--- src/rtl/la_pkg.sv ---
`default_nettype none
// +----------------------------------------------------------------------------+
// | Package    : la_pkg                                                        |
// | Description: Shared capture-controller types and circular pointer helper.  |
// | Revision   : 1.0                                                           |
// +----------------------------------------------------------------------------+
package la_pkg;

    typedef enum logic [1:0] {
        IDLE    = 2'd0,
        CAPTURE = 2'd1,
        DONE    = 2'd2,
        DUMP    = 2'd3
    } cap_state_t;

    // Buffer depth need not be a power of two, so the wrap is an explicit compare.
    function automatic logic [31:0] wrap_inc(input logic [31:0] addr, input int unsigned entries);
        return (addr == entries - 1) ? 32'd0 : addr + 32'd1;
    endfunction

endpackage
`default_nettype wire

--- src/rtl/circ_ptr.sv ---
`default_nettype none
// +----------------------------------------------------------------------------+
// | Module     : circ_ptr                                                      |
// | Description: Circular address pointer with clear, load and wrapping inc.   |
// | Revision   : 1.0                                                           |
// +----------------------------------------------------------------------------+
module circ_ptr
    import la_pkg::*;
#(
    parameter int unsigned ENTRIES = 384,
    parameter int unsigned LOG2    = 9
) (
    input  logic            clk,
    input  logic            rst,
    input  logic            clr,
    input  logic            load,
    input  logic [LOG2-1:0] ld_val,
    input  logic            inc,
    output logic [LOG2-1:0] ptr
);

    logic [LOG2-1:0] ptr_q, ptr_d;

    always_comb begin
        ptr_d = ptr_q;
        if (clr) begin
            ptr_d = '0;
        end else if (load) begin
            ptr_d = ld_val;
        end else if (inc) begin
            ptr_d = LOG2'(wrap_inc(32'(ptr_q), ENTRIES));
        end
    end

    always_ff @(posedge clk) begin
        if (rst) begin
            ptr_q <= '0;
        end else begin
            ptr_q <= ptr_d;
        end
    end

    assign ptr = ptr_q;

endmodule
`default_nettype wire

--- src/rtl/capture_ctrl.sv ---
`default_nettype none
// +----------------------------------------------------------------------------+
// | Module     : capture_ctrl                                                  |
// | Description: Capture/dump sequencer for the RAMqueue sample buffer.        |
// |              CAPTURE_CTRL_TMO_EN adds a forced trigger after TMO_SMPL.     |
// | Revision   : 1.0                                                           |
// +----------------------------------------------------------------------------+
module capture_ctrl
    import la_pkg::*;
#(
    parameter int unsigned ENTRIES  = 384,
    parameter int unsigned LOG2     = 9
`ifdef CAPTURE_CTRL_TMO_EN
    ,
    parameter int unsigned TMO_SMPL = 4096
`endif
) (
    input  logic            clk,
    input  logic            rst,
    input  logic            wrt_smpl,
    input  logic            start,
    input  logic            abort,
    input  logic            trig,
    input  logic [LOG2-1:0] trig_pos,
    input  logic            dump_req,
    input  logic            rd_adv,
    output logic            we,
    output logic [LOG2-1:0] waddr,
    output logic [LOG2-1:0] raddr,
    output logic            armed,
    output logic            triggered,
    output logic            capture_done,
    output logic            dump_done
`ifdef CAPTURE_CTRL_TMO_EN
    ,
    output logic            timed_out
`endif
);

    localparam logic [LOG2:0] c_full = (LOG2+1)'(ENTRIES);

    cap_state_t      state_q, state_d;
    logic            armed_q, armed_d;
    logic            triggered_q, triggered_d;
    logic            cap_done_q, cap_done_d;
    logic            dump_done_q, dump_done_d;
    logic [LOG2:0]   fill_cnt_q, fill_cnt_d;
    logic [LOG2:0]   rd_cnt_q, rd_cnt_d;
    logic [LOG2-1:0] post_cnt_q, post_cnt_d;

    logic            w_wclr;
    logic            w_rload;
    logic            w_rinc;
    logic            w_accept;
    logic            w_force;
    logic [LOG2:0]   w_arm_lvl;

    assign we        = (state_q == CAPTURE) && wrt_smpl;
    assign w_arm_lvl = c_full - {1'b0, trig_pos};

    always_comb begin
        state_d     = state_q;
        armed_d     = armed_q;
        triggered_d = triggered_q;
        cap_done_d  = cap_done_q;
        dump_done_d = 1'b0;
        fill_cnt_d  = fill_cnt_q;
        rd_cnt_d    = rd_cnt_q;
        post_cnt_d  = post_cnt_q;
        w_wclr      = 1'b0;
        w_rload     = 1'b0;
        w_rinc      = 1'b0;
        w_accept    = 1'b0;

        case (state_q)
            IDLE: begin
                if (start) begin
                    state_d     = CAPTURE;
                    w_wclr      = 1'b1;
                    fill_cnt_d  = '0;
                    post_cnt_d  = '0;
                    armed_d     = 1'b0;
                    triggered_d = 1'b0;
                end
            end
            CAPTURE: begin
                if (wrt_smpl && (fill_cnt_q != c_full)) begin
                    fill_cnt_d = fill_cnt_q + 1'b1;
                end
                if (fill_cnt_q >= w_arm_lvl) begin
                    armed_d = 1'b1;
                end
                w_accept = armed_q && !triggered_q && wrt_smpl && (trig || w_force);
                if (w_accept) begin
                    triggered_d = 1'b1;
                    post_cnt_d  = {{(LOG2-1){1'b0}}, 1'b1};
                end else if (triggered_q && wrt_smpl) begin
                    post_cnt_d = post_cnt_q + 1'b1;
                end
                // The accepting sample itself counts, so trig_pos=1 completes on it.
                if ((w_accept || (triggered_q && wrt_smpl)) && (post_cnt_d == trig_pos)) begin
                    state_d     = DONE;
                    cap_done_d  = 1'b1;
                    triggered_d = 1'b0;
                    armed_d     = 1'b0;
                end
            end
            DONE: begin
                if (start) begin
                    state_d     = CAPTURE;
                    w_wclr      = 1'b1;
                    fill_cnt_d  = '0;
                    post_cnt_d  = '0;
                    cap_done_d  = 1'b0;
                end else if (dump_req) begin
                    state_d  = DUMP;
                    w_rload  = 1'b1;
                    rd_cnt_d = '0;
                end
            end
            DUMP: begin
                if (rd_adv) begin
                    w_rinc   = 1'b1;
                    rd_cnt_d = rd_cnt_q + 1'b1;
                    if (rd_cnt_d == c_full) begin
                        state_d     = IDLE;
                        dump_done_d = 1'b1;
                        cap_done_d  = 1'b0;
                    end
                end
            end
            default: state_d = IDLE;
        endcase

        if (abort) begin
            state_d     = IDLE;
            armed_d     = 1'b0;
            triggered_d = 1'b0;
            cap_done_d  = 1'b0;
            dump_done_d = 1'b0;
            w_wclr      = 1'b0;
            w_rload     = 1'b0;
            w_rinc      = 1'b0;
        end
    end

    always_ff @(posedge clk) begin
        if (rst) begin
            state_q     <= IDLE;
            armed_q     <= 1'b0;
            triggered_q <= 1'b0;
            cap_done_q  <= 1'b0;
            dump_done_q <= 1'b0;
            fill_cnt_q  <= '0;
            rd_cnt_q    <= '0;
            post_cnt_q  <= '0;
        end else begin
            state_q     <= state_d;
            armed_q     <= armed_d;
            triggered_q <= triggered_d;
            cap_done_q  <= cap_done_d;
            dump_done_q <= dump_done_d;
            fill_cnt_q  <= fill_cnt_d;
            rd_cnt_q    <= rd_cnt_d;
            post_cnt_q  <= post_cnt_d;
        end
    end

`ifdef CAPTURE_CTRL_TMO_EN
    localparam int unsigned TMO_W = $clog2(TMO_SMPL + 1);
    localparam logic [TMO_W-1:0] c_tmo_max = TMO_W'(TMO_SMPL);

    logic [TMO_W-1:0] tmo_cnt_q;
    logic             timed_out_q;

    assign w_force = (tmo_cnt_q == c_tmo_max);

    always_ff @(posedge clk) begin
        if (rst) begin
            tmo_cnt_q   <= '0;
            timed_out_q <= 1'b0;
        end else begin
            if (armed_d && !armed_q) begin
                tmo_cnt_q <= '0;
            end else if ((state_q == CAPTURE) && armed_q && !triggered_q && wrt_smpl && !w_force) begin
                tmo_cnt_q <= tmo_cnt_q + 1'b1;
            end
            if (abort || w_wclr) begin
                timed_out_q <= 1'b0;
            end else if (w_accept && w_force) begin
                timed_out_q <= 1'b1;
            end
        end
    end

    assign timed_out = timed_out_q;
`else
    assign w_force = 1'b0;
`endif

    circ_ptr #(
        .ENTRIES (ENTRIES),
        .LOG2    (LOG2)
    ) u_wptr (
        .clk    (clk),
        .rst    (rst),
        .clr    (w_wclr),
        .load   (1'b0),
        .ld_val ({LOG2{1'b0}}),
        .inc    (we),
        .ptr    (waddr)
    );

    // In DONE the write pointer rests on the oldest sample, so the dump starts there.
    circ_ptr #(
        .ENTRIES (ENTRIES),
        .LOG2    (LOG2)
    ) u_rptr (
        .clk    (clk),
        .rst    (rst),
        .clr    (1'b0),
        .load   (w_rload),
        .ld_val (waddr),
        .inc    (w_rinc),
        .ptr    (raddr)
    );

    assign armed        = armed_q;
    assign triggered    = triggered_q;
    assign capture_done = cap_done_q;
    assign dump_done    = dump_done_q;

endmodule
`default_nettype wire

--- config.mk ---
export PLATFORM = sky130hd
export DESIGN_NAME = capture_ctrl
export DESIGN_NICKNAME = d
export VERILOG_FILES = /design/src/rtl/la_pkg.sv /design/src/rtl/circ_ptr.sv /design/src/rtl/capture_ctrl.sv
export SDC_FILE = /design/constraint.sdc
export NUM_CORES = 1
export LEC_CHECK = 0
export ABC_AREA = 1
export ABC_CLOCK_PERIOD_IN_PS = 2600
export BUFFER_PORTS_ARGS = -buffer_cell sky130_fd_sc_hd__buf_4
export CORE_MARGIN = 2
export CORE_UTILIZATION = 59
export DETAILED_ROUTE_END_ITERATION = 8
export PLACE_DENSITY = 0.8
export SYNTH_ARGS = -nofsm -noshare
export SYNTH_HDL_FRONTEND = slang
export SYNTH_HIERARCHICAL = 1
export SYNTH_SLANG_ARGS = --single-unit
--- constraint.sdc ---
create_clock -name clk -period 2.6 [get_ports clk]
set_clock_uncertainty 0.15 [all_clocks]
set_input_delay 0.26 -clock clk [delete_from_list [all_inputs] [get_ports clk]]
set_output_delay 0.26 -clock clk [all_outputs]
set_load 0.01 [all_outputs]
# ---- After elaboration in Yosys (flattened, before gate mapping)
# Index checks and enable logic that the tools add are counted.
# W data, S select, Z words.
dict set report word_totals {
  reg_bits 53
  in_bits 17
}
dict set report classes {
  eq_ne 20
  n_lt_le_gt_ge 1
  muxes 45
  add_sub_neg 6
  reduce_logical 26
  bitwise_logic 2
}
# operator n
set op_table {}
lappend op_table {{$mux W9} 8}
lappend op_table {{$mux W10} 5}
lappend op_table {{$pmux W10 S2} 2}
lappend op_table {{$add A9 B1 Y9 const B} 3}
lappend op_table {{$add A10 B1 Y10 const B} 2}
lappend op_table {{$mux W1} 19}
lappend op_table {{$eq A9 B9 Y1 const B} 2}
lappend op_table {{$pmux W9 S2} 1}
lappend op_table {{$mux W2} 6}
lappend op_table {{$ne A2 B2 Y1 const B} 6}
lappend op_table {{$eq A10 B9 Y1 const B} 1}
lappend op_table {{$ge A10 B10 Y1} 1}
lappend op_table {{$ne A10 B9 Y1 const B} 1}
lappend op_table {{$reduce_and A5 Y1} 2}
lappend op_table {{$sub A9 B9 Y10 const A} 1}
lappend op_table {{$eq A9 B9 Y1} 1}
lappend op_table {{$reduce_and A3 Y1} 3}
lappend op_table {{$pmux W2 S4} 1}
lappend op_table {{$reduce_bool A2 Y1} 4}
lappend op_table {{$logic_and A1 B1 Y1} 7}
lappend op_table {{$ne A2 B1 Y1 const B} 3}
lappend op_table {{$ne A3 B1 Y1 const B} 2}
lappend op_table {{$reduce_or A2 Y1} 3}
lappend op_table {{$eq A2 B2 Y1 const B} 2}
lappend op_table {{12 further kinds} 14}

# ---- Longest topological paths before layout
dict set report depth {
  ltp_word 10
  depth_mapped 17
}

# ---- Hierarchy
# Netlist, hierarchy kept.
# mod n_inst cells_per_inst area_each_um2 seq_area_each_um2
set by_module_without_submodules {}
lappend by_module_without_submodules {capture_ctrl 1 404 2555.0 700.7}
lappend by_module_without_submodules {{circ_ptr at u_wptr} 1 84 580.6 180.2}
lappend by_module_without_submodules {{circ_ptr at u_rptr} 1 85 568.0 180.2}

# ---- Worst setup path before layout
# No wires, ideal clock.
dict set report synth_timing {
  path_kind {register to register}
  startpoint {register rd_cnt_q[0]}
  endpoint {register state_q[1]}
  synth_period_minus_slack_ns 1.939
  required_time_ns 2.337
  path_stages_with_launch 13
  arrival_ns 1.676
  setup_time_ns 0.113
  setup_slack_ns 0.661
  cell_sequence {dfxtp_1 -> ha_1 -> nand2_1 -> nor2_1 -> nand3_1 -> o21ai_0 -> nand2_1 -> nor2_1 -> nand3_1 -> nand2_1 -> nand3_2 -> nor2_1 -> nor2_1}
}
dict set report synth_between {
  elab_chain_len 4
}
# item line
set synth_rtl {}
lappend synth_rtl {{from (decl)} capture_ctrl.sv:48} ;# logic [LOG2:0] rd_cnt_q, rd_cnt_d;
lappend synth_rtl {{from (signal assigned)} capture_ctrl.sv:164} ;# rd_cnt_q <= rd_cnt_d;
lappend synth_rtl {{$add A10 B1 Y10} capture_ctrl.sv:124} ;# rd_cnt_d = rd_cnt_q + 1'b1;
lappend synth_rtl {{$eq A10 B9 Y1} capture_ctrl.sv:125} ;# if (rd_cnt_d == c_full) begin
lappend synth_rtl {{$ne A2 B2 Y1 (no line)} -}
lappend synth_rtl {{$reduce_and A5 Y1 (no line)} -}
lappend synth_rtl {{to (signal assigned)} capture_ctrl.sv:158} ;# state_q <= state_d;
lappend synth_rtl {{to (decl)} capture_ctrl.sv:42} ;# cap_state_t state_q, state_d;
# No other way between the ends.
# A chain may end at the register's enable or synchronous reset.

# ---- Final worst setup path
dict set report layout_timing {
  startpoint {register rd_cnt_q[0]}
  endpoint {register state_q[0]}
}
# Same word-level chain as after synthesis.

==> flow_metrics.py <==
metrics = {
    "outcome": {
        "status": "complete, no violations",
    },
    "worst_setup_path": {
        "cp-start-kind": "flop",
        "reg2reg_to": "state_q[0]$_SDFFE_PP0P_",
        "worstRegToRegCells": 13,
        "slowest_delay_ps": 430,
        "crit_chain": "ha_1, nand2_1, nor2_1, nand3_1, o21ai_0, nand2_1, nor2_1, nand3_1, nand2_1, nand3_2, nand2_1, inv_1, nor2_1",
        "r2r-start": "rd_cnt_q[0]$_SDFFE_PP0P_",
        "crit_arrival_ps": 2360,
        "cp-startpoint": "rd_cnt_q[0]$_SDFFE_PP0P_",
        "crit_end": "state_q[0]$_SDFFE_PP0P_",
        "required_ps": 2700,
        "cpMostUsedCell": "nand2_1",
        "slowest_stage": "dfxtp_1",
        "crit_fanout": 6,
        "regToRegSetupSlack_ps": 330,
        "end_kind": "flop",
        "critPathKind": "reg2reg",
    },
    "synth": {
        "netlist_instances": 573,
        "async_flop_share": 0,
        "synth-edff-count": 0,
        "synth_flop_cell": "dfxtp_1",
        "yosysSeqAreaShare": 0.286,
        "ys_ff_latch": 53,
        "synthesis.area_um2": 3700,
        "postSynthAreaPerCell_um2": 6.46,
        "synth_cell_types": 41,
        "ys_warn_count": 6,
    },
    "die": {
        "die_y_um": 83.2,
        "io_pins": 40,
        "rows": 28,
        "initial_core_util": 0.618,
        "core-area_um2": 5990,
        "dieWidth_um": 83.2,
        "fp.dieArea_um2": 6930,
    },
    "power": {
        "switching_power_uw": 431,
        "clkPwrFrac": 0.301,
        "leakage_uw": 0.00185,
        "seq_power_share": 0.554,
        "switching_share": 0.283,
        "comb_power_share": 0.145,
        "internal_power_uw": 1090,
        "powerDensity_nw_per_um2": 362,
        "ir_drop_uv": 218,
    },
    "route": {
        "viasPerCell": 5.48,
        "routedWlPerCell_um": 12.7,
        "num_vias": 3847,
        "firstDrtPassIters": 5,
        "drtIter0Drc": 176,
        "drt-total-wl_mm": 8.90,
        "drtAntennaViolNets": 0,
        "drc": 0,
    },
    "cts": {
        "post_cts_buffers": 0,
        "root_buffer": "clkbuf_8",
        "clock_sinks": 53,
        "hold_buffers": 0,
        "clock_latency_ps": 310,
        "cts_made_buffers": 5,
        "cts_tree": "yes",
        "cts_repair_resize_count": 0,
        "clk_pin_slew_ps": 100,
        "htree_levels": 2,
        "cts.path.max_buffers": 2,
    },
    "sta": {
        "tns_ps": 0,
        "final.min_clock_period_ps": 2270,
        "finalMaxSlewViolations": 0,
        "rsz0062_at_grt": "false",
        "setup_viol": 0,
        "fin_crit_sh": 0.872,
        "fmax_ghz": 0.441,
        "max_slew_margin": 0.487,
        "final_hold_viol_count": 0,
        "tightest_slew_ps": 766,
    },
    "job": {
        "maxCapViolations": 0,
    },
    "grt": {
        "grt_usage": 0.258,
        "grt_pass1_wl_mm": 15.3,
        "grt_max_degree": 25,
        "overflow": 0,
        "antenna_found_initial": 0,
        "grt_pass1_vias": 3436,
    },
    "place": {
        "gp_congestion": 0.902,
        "portBuffers": 39,
        "dp_hpwl_mm": 6.94,
    },
    "layout": {
        "layout_common_cells": "nand2_1 (148), inv_1 (81), dfxtp_1 (53), a21oi_1 (48), nor2_1 (47)",
        "area_delta_synth_final_pct": 13.5,
        "final_common_cell": "nand2_1",
        "drive_above_1_share": 0.134,
        "layout.nets": 660,
        "fin_util": 0.702,
        "diodes": 0,
    },
    "min_path": {
        "hold_class": "in2reg",
    },
}
-- flip-flops by register name (all words and copies together) (netlist names) --
register / flops
rd_cnt_q: 10
capture_done: 1
post_cnt_q: 9
armed: 1
u_rptr/ptr: 9
fill_cnt_q: 10
triggered: 1
dump_done: 1
u_wptr/ptr: 9
state_q: 2
-- cell families after synthesis --
group	after synthesis	share of synthesized area
other	1	0.00101
AOI/OAI and AO/OA	85	0.135
xor gates and xnor gates	17	0.0402
DFF	53	0.286
adders and majority gates	17	0.0574
buffers and inverters	93	0.0976
and+or+nand+nor	307	0.382
-- synth_stat cells, types with 2 or more instances --
| master | n | area [um2] |
|---|---|---|
| buf_2 | 4 | 20.0 |
| xor2_1 | 16 | 140 |
| nor2_4 | 4 | 45.0 |
| nand4_1 | 17 | 106 |
| o21bai_1 | 3 | 22.5 |
| a21oi_2 | 2 | 17.5 |
| clkinv_1 | 2 | 7.51 |
| nand3b_1 | 2 | 15.0 |
| nand3_2 | 6 | 60.1 |
| buf_4 | 2 | 15.0 |
| nor2_2 | 5 | 31.3 |
| nor3b_1 | 2 | 15.0 |
| ha_1 | 17 | 213 |
| clkbuf_1 | 2 | 7.51 |
| a22oi_1 | 12 | 90.1 |
| o21ai_1 | 2 | 10.0 |
| inv_2 | 2 | 7.51 |
| nor2_1 | 47 | 176 |
| nand2_2 | 8 | 50.1 |
| or2_2 | 2 | 12.5 |
| dfxtp_1 | 53 | 1060 |
| inv_1 | 81 | 304 |
| a21oi_1 | 48 | 240 |
| nand2_1 | 148 | 556 |
| a31oi_1 | 4 | 25.0 |
| nand3_1 | 45 | 225 |
| nor4_1 | 2 | 12.5 |
| o21ai_0 | 9 | 45.0 |
| nor3_1 | 14 | 70.1 |
-- cell type report --
class                   instances  area (um2)
flip-flops and latches         53        1060
clock inverters                 3        17.5
well taps                      75        93.8
clock buffers                   5        68.8
inverters                      85         319
repair buffers                 43         323
fillers                       526        1790
multi-input cells             438        2320
-- critical path: cells and delay by family, from the launching register on --
kind	cells	cell delay (ps)
buf+inv	1	40
simple gates	10	1140
fa+ha+maj	1	200
flops	1	430
compound gates	1	250
-- per-layer routing --
layer / wire, um / track usage / up-vias
met4: 86 / 0.0671 / 0
li1: - / - / 1968
met1: 4110 / 0.344 / 1750
met3: 512 / 0.0457 / 12
met2: 4200 / 0.430 / 117
met5: 0 / 0 / -
-- worst min path at each step --
stage / cells after the start / from / endpoint
final: 4 / abort / state_q[1]$_SDFFE_PP0P_
after global routing: 4 / abort / state_q[1]$_SDFFE_PP0P_
after CTS: 4 / abort / state_q[1]$_SDFFE_PP0P_
after detailed placement: 2 / rd_cnt_q[3]$_SDFFE_PP0P_ / rd_cnt_q[3]$_SDFFE_PP0P_
after global placement: 2 / rd_cnt_q[3]$_SDFFE_PP0P_ / rd_cnt_q[3]$_SDFFE_PP0P_
after floorplan: 3 / rst / u_rptr/ptr[1]$_SDFFE_PP0P_
-- power groups by stage --
stage | logic, uW | clock network [uW] | registers, uW
3_5_place_dp | 217 | 0 | 862
4_1_cts | 218 | 471 | 843
3_3_place_gp | 211 | 0 | 861
2_1_floorplan | 133 | 0 | 861
5_1_grt | 248 | 503 | 846
6_report | 221 | 458 | 843
-- through the flow --
step	instances	setup WS (ps)	area, um2	total power, uW	hold WS, ps
6_report	702	332	4210	1520	148
5_1_grt	702	45.5	4210	1600	148
4_1_cts	702	367	4210	1530	137
3_5_place_dp	694	339	4120	1080	306
3_3_place_gp	694	465	4120	1070	300
2_1_floorplan	584	661	3740	994	264
Note: power is estimated with default switching activity, not from simulation.
